==> src/rtl/cpu_regfile_sb_pkg.sv <==
// Shared CPU constants for the register file and scoreboard.
// Holds register-file sizing and the register-index names used by the decoder.
package cpu_regfile_sb_pkg;

  localparam int REG_COUNT  = 8;
  localparam int REG_ADDR_W = 3;
  localparam int XLEN       = 32;

  localparam logic [REG_ADDR_W-1:0] REG_R0 = 3'd0;
  localparam logic [REG_ADDR_W-1:0] REG_R1 = 3'd1;
  localparam logic [REG_ADDR_W-1:0] REG_R2 = 3'd2;
  localparam logic [REG_ADDR_W-1:0] REG_R3 = 3'd3;
  localparam logic [REG_ADDR_W-1:0] REG_R4 = 3'd4;
  localparam logic [REG_ADDR_W-1:0] REG_R5 = 3'd5;
  localparam logic [REG_ADDR_W-1:0] REG_R6 = 3'd6;
  localparam logic [REG_ADDR_W-1:0] REG_R7 = 3'd7;

endpackage

==> src/rtl/cpu_regfile_sb_if.sv <==
// Operand/write-back/issue bundle between the pipeline and the register file.
// master: pipeline side (drives addresses, write-back, issue); slave: regfile.
interface cpu_regfile_sb_if #(
  parameter int BUSWIDTH = 32,
  parameter int SELWIDTH = 3
);

  logic [SELWIDTH-1:0]      rs1;
  logic [SELWIDTH-1:0]      rs2;
  logic [BUSWIDTH-1:0]      rdata1;
  logic [BUSWIDTH-1:0]      rdata2;
  logic                     wb_en;
  logic [SELWIDTH-1:0]      wb_addr;
  logic [BUSWIDTH-1:0]      wb_data;
  logic                     issue_valid;
  logic                     issue_rd_en;
  logic [SELWIDTH-1:0]      issue_rd;
  logic                     stall;
  logic [(1<<SELWIDTH)-1:0] busy;

  modport master (
    output rs1, rs2, wb_en, wb_addr, wb_data,
    output issue_valid, issue_rd_en, issue_rd,
    input  rdata1, rdata2, stall, busy
  );

  modport slave (
    input  rs1, rs2, wb_en, wb_addr, wb_data,
    input  issue_valid, issue_rd_en, issue_rd,
    output rdata1, rdata2, stall, busy
  );

endinterface

==> src/rtl/regfile_sb_bit.sv <==
// One scoreboard bit: set marks a pending result, clr retires it.
// Ports: clk, reset_n (async low), set, clr, q. Set beats clr.
module regfile_sb_bit (
  input  logic clk,
  input  logic reset_n,
  input  logic set,
  input  logic clr,
  output logic q
);

  logic busy_d;
  logic busy_q;

  // A new owner issuing in the retire cycle keeps the bit pending.
  always_comb begin
    busy_d = busy_q;
    if (clr) busy_d = 1'b0;
    if (set) busy_d = 1'b1;
  end

  always_ff @(posedge clk or negedge reset_n) begin
    if (!reset_n) busy_q <= 1'b0;
    else          busy_q <= busy_d;
  end

  assign q = busy_q;

endmodule

==> src/rtl/cpu_regfile_sb.sv <==
// 8-entry register file with write-through bypass and busy scoreboard.
// Ports: clk, reset_n (async low), rf (slave: reads, write-back, issue/stall/busy).
module cpu_regfile_sb
  import cpu_regfile_sb_pkg::*;
#(
  parameter int BUSWIDTH = XLEN,
  parameter int SELWIDTH = REG_ADDR_W
) (
  input  logic             clk,
  input  logic             reset_n,
  cpu_regfile_sb_if.slave  rf
);

  localparam int NREG = 1 << SELWIDTH;

  logic [BUSWIDTH-1:0] regs_d [NREG];
  logic [BUSWIDTH-1:0] regs_q [NREG];

  logic [NREG-1:0] wb_hit;
  logic [NREG-1:0] sb_set;
  logic [NREG-1:0] busy;
  logic [NREG-1:0] eff_busy;
  logic            stall;
  logic            accept;
  logic [BUSWIDTH-1:0] rdata1;
  logic [BUSWIDTH-1:0] rdata2;

  always_comb begin
    for (int i = 0; i < NREG; i++) regs_d[i] = regs_q[i];
    if (rf.wb_en) regs_d[rf.wb_addr] = rf.wb_data;
  end

  always_ff @(posedge clk or negedge reset_n) begin
    if (!reset_n) begin
      for (int i = 0; i < NREG; i++) regs_q[i] <= '0;
    end else begin
      for (int i = 0; i < NREG; i++) regs_q[i] <= regs_d[i];
    end
  end

  // Same-cycle write-back is forwarded to both readers.
  always_comb begin
    rdata1 = regs_q[rf.rs1];
    rdata2 = regs_q[rf.rs2];
    if (rf.wb_en && rf.wb_addr == rf.rs1) rdata1 = rf.wb_data;
    if (rf.wb_en && rf.wb_addr == rf.rs2) rdata2 = rf.wb_data;
  end

  // A write-back arriving now already resolves the hazard.
  assign eff_busy = busy & ~wb_hit;

  assign stall = rf.issue_valid &
                 (eff_busy[rf.rs1] | eff_busy[rf.rs2] |
                  (rf.issue_rd_en & eff_busy[rf.issue_rd]));

  assign accept = rf.issue_valid & ~stall;

  for (genvar g = 0; g < NREG; g++) begin : g_sb
    assign wb_hit[g] = rf.wb_en && (rf.wb_addr == SELWIDTH'(g));
    assign sb_set[g] = accept && rf.issue_rd_en &&
                       (rf.issue_rd == SELWIDTH'(g));

    regfile_sb_bit u_bit (
      .clk     (clk),
      .reset_n (reset_n),
      .set     (sb_set[g]),
      .clr     (wb_hit[g]),
      .q       (busy[g])
    );
  end

  assign rf.rdata1 = rdata1;
  assign rf.rdata2 = rdata2;
  assign rf.stall  = stall;
  assign rf.busy   = busy;

endmodule
==> src/flat_wrapper.sv <==
// flat-port wrapper written by rule: the top's interface ports become plain ports
module cpu_regfile_sb_flat import cpu_regfile_sb_pkg::*;
#(
  parameter int BUSWIDTH = XLEN,
  parameter int SELWIDTH = REG_ADDR_W
)
  (clk, reset_n, rf_rs1, rf_rs2, rf_wb_en, rf_wb_addr, rf_wb_data, rf_issue_valid, rf_issue_rd_en, rf_issue_rd, rf_rdata1, rf_rdata2, rf_stall, rf_busy);
  cpu_regfile_sb_if #(.BUSWIDTH(BUSWIDTH), .SELWIDTH(SELWIDTH)) rf_i ();
  input  logic clk;
  input  logic reset_n;
  input wire logic [$bits(rf_i.rs1)-1:0] rf_rs1;
  input wire logic [$bits(rf_i.rs2)-1:0] rf_rs2;
  input wire logic [$bits(rf_i.wb_en)-1:0] rf_wb_en;
  input wire logic [$bits(rf_i.wb_addr)-1:0] rf_wb_addr;
  input wire logic [$bits(rf_i.wb_data)-1:0] rf_wb_data;
  input wire logic [$bits(rf_i.issue_valid)-1:0] rf_issue_valid;
  input wire logic [$bits(rf_i.issue_rd_en)-1:0] rf_issue_rd_en;
  input wire logic [$bits(rf_i.issue_rd)-1:0] rf_issue_rd;
  output wire logic [$bits(rf_i.rdata1)-1:0] rf_rdata1;
  output wire logic [$bits(rf_i.rdata2)-1:0] rf_rdata2;
  output wire logic [$bits(rf_i.stall)-1:0] rf_stall;
  output wire logic [$bits(rf_i.busy)-1:0] rf_busy;
  assign rf_i.rs1 = rf_rs1;
  assign rf_i.rs2 = rf_rs2;
  assign rf_i.wb_en = rf_wb_en;
  assign rf_i.wb_addr = rf_wb_addr;
  assign rf_i.wb_data = rf_wb_data;
  assign rf_i.issue_valid = rf_issue_valid;
  assign rf_i.issue_rd_en = rf_issue_rd_en;
  assign rf_i.issue_rd = rf_issue_rd;
  assign rf_rdata1 = rf_i.rdata1;
  assign rf_rdata2 = rf_i.rdata2;
  assign rf_stall = rf_i.stall;
  assign rf_busy = rf_i.busy;
  cpu_regfile_sb #(.BUSWIDTH(BUSWIDTH), .SELWIDTH(SELWIDTH)) u_core (.clk(clk), .reset_n(reset_n), .rf(rf_i));
endmodule
==> config.mk <==
export PLATFORM = sky130hd
export DESIGN_NAME = cpu_regfile_sb_flat
export DESIGN_NICKNAME = d
export VERILOG_FILES = /design/src/rtl/cpu_regfile_sb_pkg.sv /design/src/rtl/cpu_regfile_sb_if.sv /design/src/rtl/regfile_sb_bit.sv /design/src/rtl/cpu_regfile_sb.sv /design/src/flat_wrapper.sv
export SDC_FILE = /design/constraint.sdc
export NUM_CORES = 1
export LEC_CHECK = 0
export ABC_AREA = 1
export CAP_MARGIN = 15
export CORE_UTILIZATION = 50
export DETAILED_ROUTE_END_ITERATION = 10
export PLACE_DENSITY = 0.7
export SLEW_MARGIN = 30
export SYNTH_ARGS = -nofsm -noshare
export SYNTH_HDL_FRONTEND = slang
export SYNTH_SLANG_ARGS = --single-unit
==> constraint.sdc <==
create_clock -name clk -period 2.2 [get_ports clk]
set_clock_uncertainty 0.15 [all_clocks]
set_input_delay 0.44 -clock clk [delete_from_list [all_inputs] [get_ports clk]]
set_output_delay 0.44 -clock clk [all_outputs]
set_load 0.05 [all_outputs]
# ---- Yosys cells after proc, flatten, opt, wreduce, memory -nomap -nowiden
# Index checks and enable logic that the tools add are counted.
dict set report totals {
  latch_bits 0
  out_inout_bits 73
  romBits 0
  regBits 264
  n_memories 0
  wordCells 113
  in_bits 49
  ramBits 0
}
dict set report op_classes {
  n_mux 33
  reduce_logical 30
  div_mod_pow 0
  multipliers 0
  n_shift 0
  add_sub_neg 0
  eq_ne 16
  bitwise_logic 11
  magnitude_cmp 7
}
# cell count
set ops {}
lappend ops {{$bwmux W256} 1}
lappend ops {{$mux W32} 7}
lappend ops {{$bmux W32 S3} 2}
lappend ops {{$demux W32 S3} 1}
lappend ops {{$eq A3 B3 Y1 const B} 8}
lappend ops {{$logic_and A1 B1 Y1} 20}
lappend ops {{$mux W1} 19}
lappend ops {{$reduce_bool A2 Y1} 8}
lappend ops {{$eq A3 B2 Y1 const B} 4}
lappend ops {{$ge A4 B4 Y1 const B} 3}
lappend ops {{$lt A3 B4 Y1 const B} 3}
lappend ops {{$not A3 Y4} 3}
lappend ops {{$bmux W1 S3} 3}
lappend ops {{$and A8 B8 Y8} 1}
lappend ops {{$not A8 Y8} 1}
lappend ops {{$eq A3 B1 Y1 const B} 2}
lappend ops {{$eq A3 B3 Y1} 2}
lappend ops {{$logic_not A3 Y1} 2}
lappend ops {{$lt A4 B1 Y1 const B} 1}
lappend ops {{$and A1 B1 Y1} 3}
lappend ops {{$or A1 B1 Y1} 2}
lappend ops {{$not A1 Y1} 1}

# ---- Longest topological paths before layout
dict set report depth {
  ltp_word 14
  ltp_mapped 12
  mapped_depth_nobuf 12
}

# ---- Hierarchy
# Synthesis repeated with hierarchy kept, for this count alone.
dict set report unflattened {
  cells_unflattened 1977
  area_unflattened_um2 14774.2
}
# mod n_inst cells_per_inst seq_area_each_um2 area_per_inst_um2
set by_module_without_submodules {}
lappend by_module_without_submodules {cpu_regfile_sb 1 1937 6406.1 14453.9}
lappend by_module_without_submodules {regfile_sb_bit 8 5 25.0 40.0}

# ---- Least setup slack after synthesis
# Ideal clock, no wire load.
dict set report synth_path {
  path_type {input to output}
  start {input port rf_rs1[1]}
  end {output port rf_rdata1[15]}
  cell_stages 7
  required_time_ps 1610
  setup_slack_ps -429
  arrival_time_ps 2039
  path_cell_list {buf_2 -> inv_2 -> o22ai_2 -> nor4_4 -> o21ai_4 -> buf_4 -> o21ai_1}
}
dict set report synth_via {
  elab_chain_len 5
}
# element line
set synth_rtl {}
lappend synth_rtl {{start: declaration} flat_wrapper.sv:11} ;# input wire logic [$bits(rf_i.rs1)-1:0] rf_rs1;
lappend synth_rtl {{$not A3 Y4 (implied by the code)} cpu_regfile_sb.sv:43} ;# rdata1 = regs_q[rf.rs1];
lappend synth_rtl {{$bmux W32 S3} cpu_regfile_sb.sv:43}
lappend synth_rtl {{$mux W32 (implied by the code) (2 in a row)} cpu_regfile_sb.sv:43}
lappend synth_rtl {{$mux W32 (*)} cpu_regfile_sb.sv:45} ;# if (rf.wb_en && rf.wb_addr == rf.rs1) rdata1 = rf.wb_data;
lappend synth_rtl {{end: declaration} flat_wrapper.sv:19} ;# output wire logic [$bits(rf_i.rdata1)-1:0] rf_rdata1;
# Mark *: on every way between the ends. The rest lies on a longest branch, timed or not. The select of a mux whose other input is x is not followed.

# ---- Final worst setup path
dict set report layout_path {
  start {input port rf_rs1[2]}
  end {output port rf_rdata1[21]}
}
# The elaborated chain is that of the path after synthesis.

==> flow_summary.ini <==
[outcome]
run_status = complete, but fails checks
violations = negative setup slack

[floorplan]
die_w_um = 174
die_area_um2 = 30400
io_pins = 122
rows = 62
core_area_um2 = 28900
fp.dieH_um = 174
initial_core_util_pct = 51.3

[synth]
async_reset_ff_share_pct = 100
yosysWarnings = 0
synthFlopType = dfrtp_1
avgSynthCellArea_um2 = 7.60
ys_seq_area_share_pct = 44.5
synth_edf_count = 0
netlist_area_um2 = 14800
synth.distinct_cells = 34
ys_ff_latch = 264
synth_nets = 2002
synthCells = 1953

[worst_setup_path]
crit_required_ns = 1.61
worst-path-stages = 10
critPathKind = in -> out
critPathCaptureType = output pin
critPathTopFamily = buffers and inverters
crit_path_frequent_cell = buf_12
cp_max_fo = 8
r2r_cells = 14
cp_num_buf_inv = 5
rr_endpoint = u_core.g_sb[7].u_bit.q
critPathLaunch = rf_rs1[2]
endpoint = rf_rdata1[21]
worstPathArrival_ns = 1.96
critPathMaxStageDelay_ns = 0.36
r2r-start = u_core.g_sb[7].u_bit.q
worst_setup_path_start_kind = input pin
cp_slowest_cell = nor4_4
ff2ff_setup_slack_ns = 0.14
crit_chain = buf_6 > clkinv_4 > nor2_2 > nor4_4 > o21ai_4 > buf_12 > buf_16 > o221ai_4 > o21ai_2 > buf_12

[global_routing]
grtUsageTotal_pct = 35.1
grt_antenna_before_repair = 0
grt_pass1_vias = 15700
grt_pass1_wl_um = 85100
grt_max_degree = 65
grt-ovfl-total = 0

[cells_and_area]
drive_gt1_share_pct = 26.1
fillers = 1953
syn_to_final_growth_pct = 47.4
multi_input_area_um2 = 8500
fin_nets = 2227
diodes = 0
finish.instance_area_um2 = 21900
regArea_um2 = 6610

[route]
drc = 0
wl_um = 55500
first_pass_iters = 6
routedWlPerCell_um = 21.5
vias = 16200
vias_per_cell = 6.28
drt_first_iter_violations = 2316
ant_nets = 0

[pwr]
peakVddDrop_mv = 0.558
power.density_nw_per_um2 = 782
total_power_mw = 17.1
p_leak_nw = 9.50

[clocking]
root_buffer = clkbuf_16
htree_levels = 1
cts_sinks = 264
clk_latency_ns = 0.55
path_clk_slew_ns = 0.06
clock_path_buffers = 3
numCtsBuffers = 29
cts_tree = built

[timing]
layout_setup_ws_ns = -0.349
hold_violations = 0
rsz0062_at_grt = yes
finalMaxSlewViolations = 0
worst_slew_pin_slew_ns = 0.826
finalSetupViolCount = 65
finalCriticalPeriod_ns = 2.55
finalCritPeriodShare_pct = 116
fmax_mhz = 392
max-slew-margin-rel_pct = 44.9

[placed_design]
post-dp-hpwl_um = 29900
place_area_um2 = 18800
place_ws_ns = -0.832
numPortBuffers = 121
gp_congestion = 0.877

[run]
drv_cap = 0

[worst_hold_path]
hold_class = in -> async
-- per-layer routing --
metal | vias to the layer above | part of all wire (%) | GRT usage [%]
met5 | - | 0 | 0
met4 | 0 | 3.4 | 14.1
met3 | 156 | 11 | 6.17
met2 | 1078 | 47 | 55.9
met1 | 7765 | 38 | 47.5
li1 | 7190 | - | -
-- power by group --
part	switching, mW	total (mW)	leakage [nW]	internal, mW
combinational	3.33	5.91	5.73	2.59
clock	1.96	4.73	0.448	2.77
sequential	0.699	6.46	3.33	5.77
total	5.99	17.1	9.50	11.1
-- flip-flops by register name, summed over array words and instances (netlist names) --
signal / count
u_core.g_sb.u_bit.q: 8
u_core.regs_q: 256
-- cells in the mapped netlist, types with 2 or more instances --
library cell / count / area, um^2
o21ai_0: 602 / 3010
nand2_1: 311 / 1170
dfrtp_1: 264 / 6610
nor2_1: 189 / 709
inv_1: 104 / 390
a21oi_1: 95 / 475
clkbuf_1: 93 / 349
o21ai_1: 58 / 290
o221ai_1: 42 / 368
buf_2: 41 / 205
nand3_1: 28 / 140
buf_4: 22 / 165
o221ai_2: 20 / 300
o21ai_2: 17 / 149
o22ai_1: 11 / 68.8
buf_1: 9 / 33.8
buf_6: 9 / 101
nand4_1: 9 / 56.3
o211ai_1: 9 / 67.6
inv_2: 3 / 11.3
nor2_2: 3 / 18.8
a211oi_1: 2 / 15.0
-- metrics by stage --
step	cells	TNS (ns)	utilization, %	hold slack [ns]
after floorplan	1953	-2.47	-	-0.00559
after global placement	2472	-86.64	64.8	0.279
after detailed placement	2472	-96.33	64.8	0.267
after CTS	2566	-10.97	73.4	0.246
after global routing	2578	-19.97	75.6	0.314
final	2578	-18.23	75.6	0.280
-- worst reg2reg max path, stage by stage (launching register included) --
cell     delay, ns
dfrtp_1       0.40
nand2_2       0.09
buf_4         0.14
buf_6         0.10
buf_6         0.10
buf_4         0.12
buf_4         0.12
buf_6         0.11
buf_6         0.11
buf_6         0.10
buf_6         0.11
buf_6         0.11
buf_6         0.10
buf_6         0.10
nand2_2       0.04
-- repair_timing --
item	4_1_cts	5_1_grt
resized for setup	283	130
hold buffers	1	0
setup buffers	37	14
pin swaps	47	50
hold endpoints to repair	50	0
endpoints found under the setup margin	73	66
gates cloned	10	4
-- kinds of logic after synthesis --
| family | after synthesis | share of synthesized area [%] |
|---|---|---|
| compound gates | 861 | 32.5 |
| flops | 264 | 44.5 |
| buf+inv | 284 | 8.60 |
| xor+xnor | 1 | 0.0590 |
| simple gates | 543 | 14.4 |
-- worst min-delay path by stage --
stage | cells after the start | startpoint | end
2_1_floorplan | 0 | reset_n | u_core.g_sb[0].u_bit.q
3_3_place_gp | 1 | reset_n | u_core.g_sb[0].u_bit.q
6_report | 2 | reset_n | u_core.g_sb[7].u_bit.q
3_5_place_dp | 1 | reset_n | u_core.g_sb[0].u_bit.q
5_1_grt | 2 | reset_n | u_core.g_sb[0].u_bit.q
4_1_cts | 6 | rf_wb_addr[2] | u_core.g_sb[2].u_bit.q
-- cell type report --
type,instances,area share [%]
Multi-Input combinational cell,1405,38.8
Sequential cell,264,30.2
Timing Repair Buffer,368,22.4
Clock buffer,43,3.92
Inverter,110,2.23
Tap cell,384,2.20
Clock inverter,4,0.206
-- cells in the final DEF, fill, tap and decap left out, types with 6 or more instances in the layout --
master / Yosys / final
dfrtp_1: 264 / 264
clkbuf_1: 93 / 6
a21oi_2: 1 / 16
buf_4: 22 / 135
nand2_2: 1 / 19
buf_8: 0 / 13
o22ai_1: 11 / 8
nand3_1: 28 / 20
o21ai_1: 58 / 100
a21oi_1: 95 / 80
nor2_1: 189 / 185
o21ai_4: 1 / 59
o211ai_1: 9 / 9
o21ai_0: 602 / 498
clkbuf_16: 0 / 33
inv_1: 104 / 96
o221ai_1: 42 / 8
dlygate4sd2_1: 0 / 9
o21ai_2: 17 / 21
buf_6: 9 / 39
buf_16: 0 / 13
clkbuf_8: 0 / 8
buf_12: 0 / 115
clkdlybuf4s50_1: 0 / 35
nand4_1: 9 / 9
nand2_1: 311 / 293
o221ai_4: 0 / 32
o221ai_2: 20 / 22
Note: power is estimated with default switching activity, not from simulation.
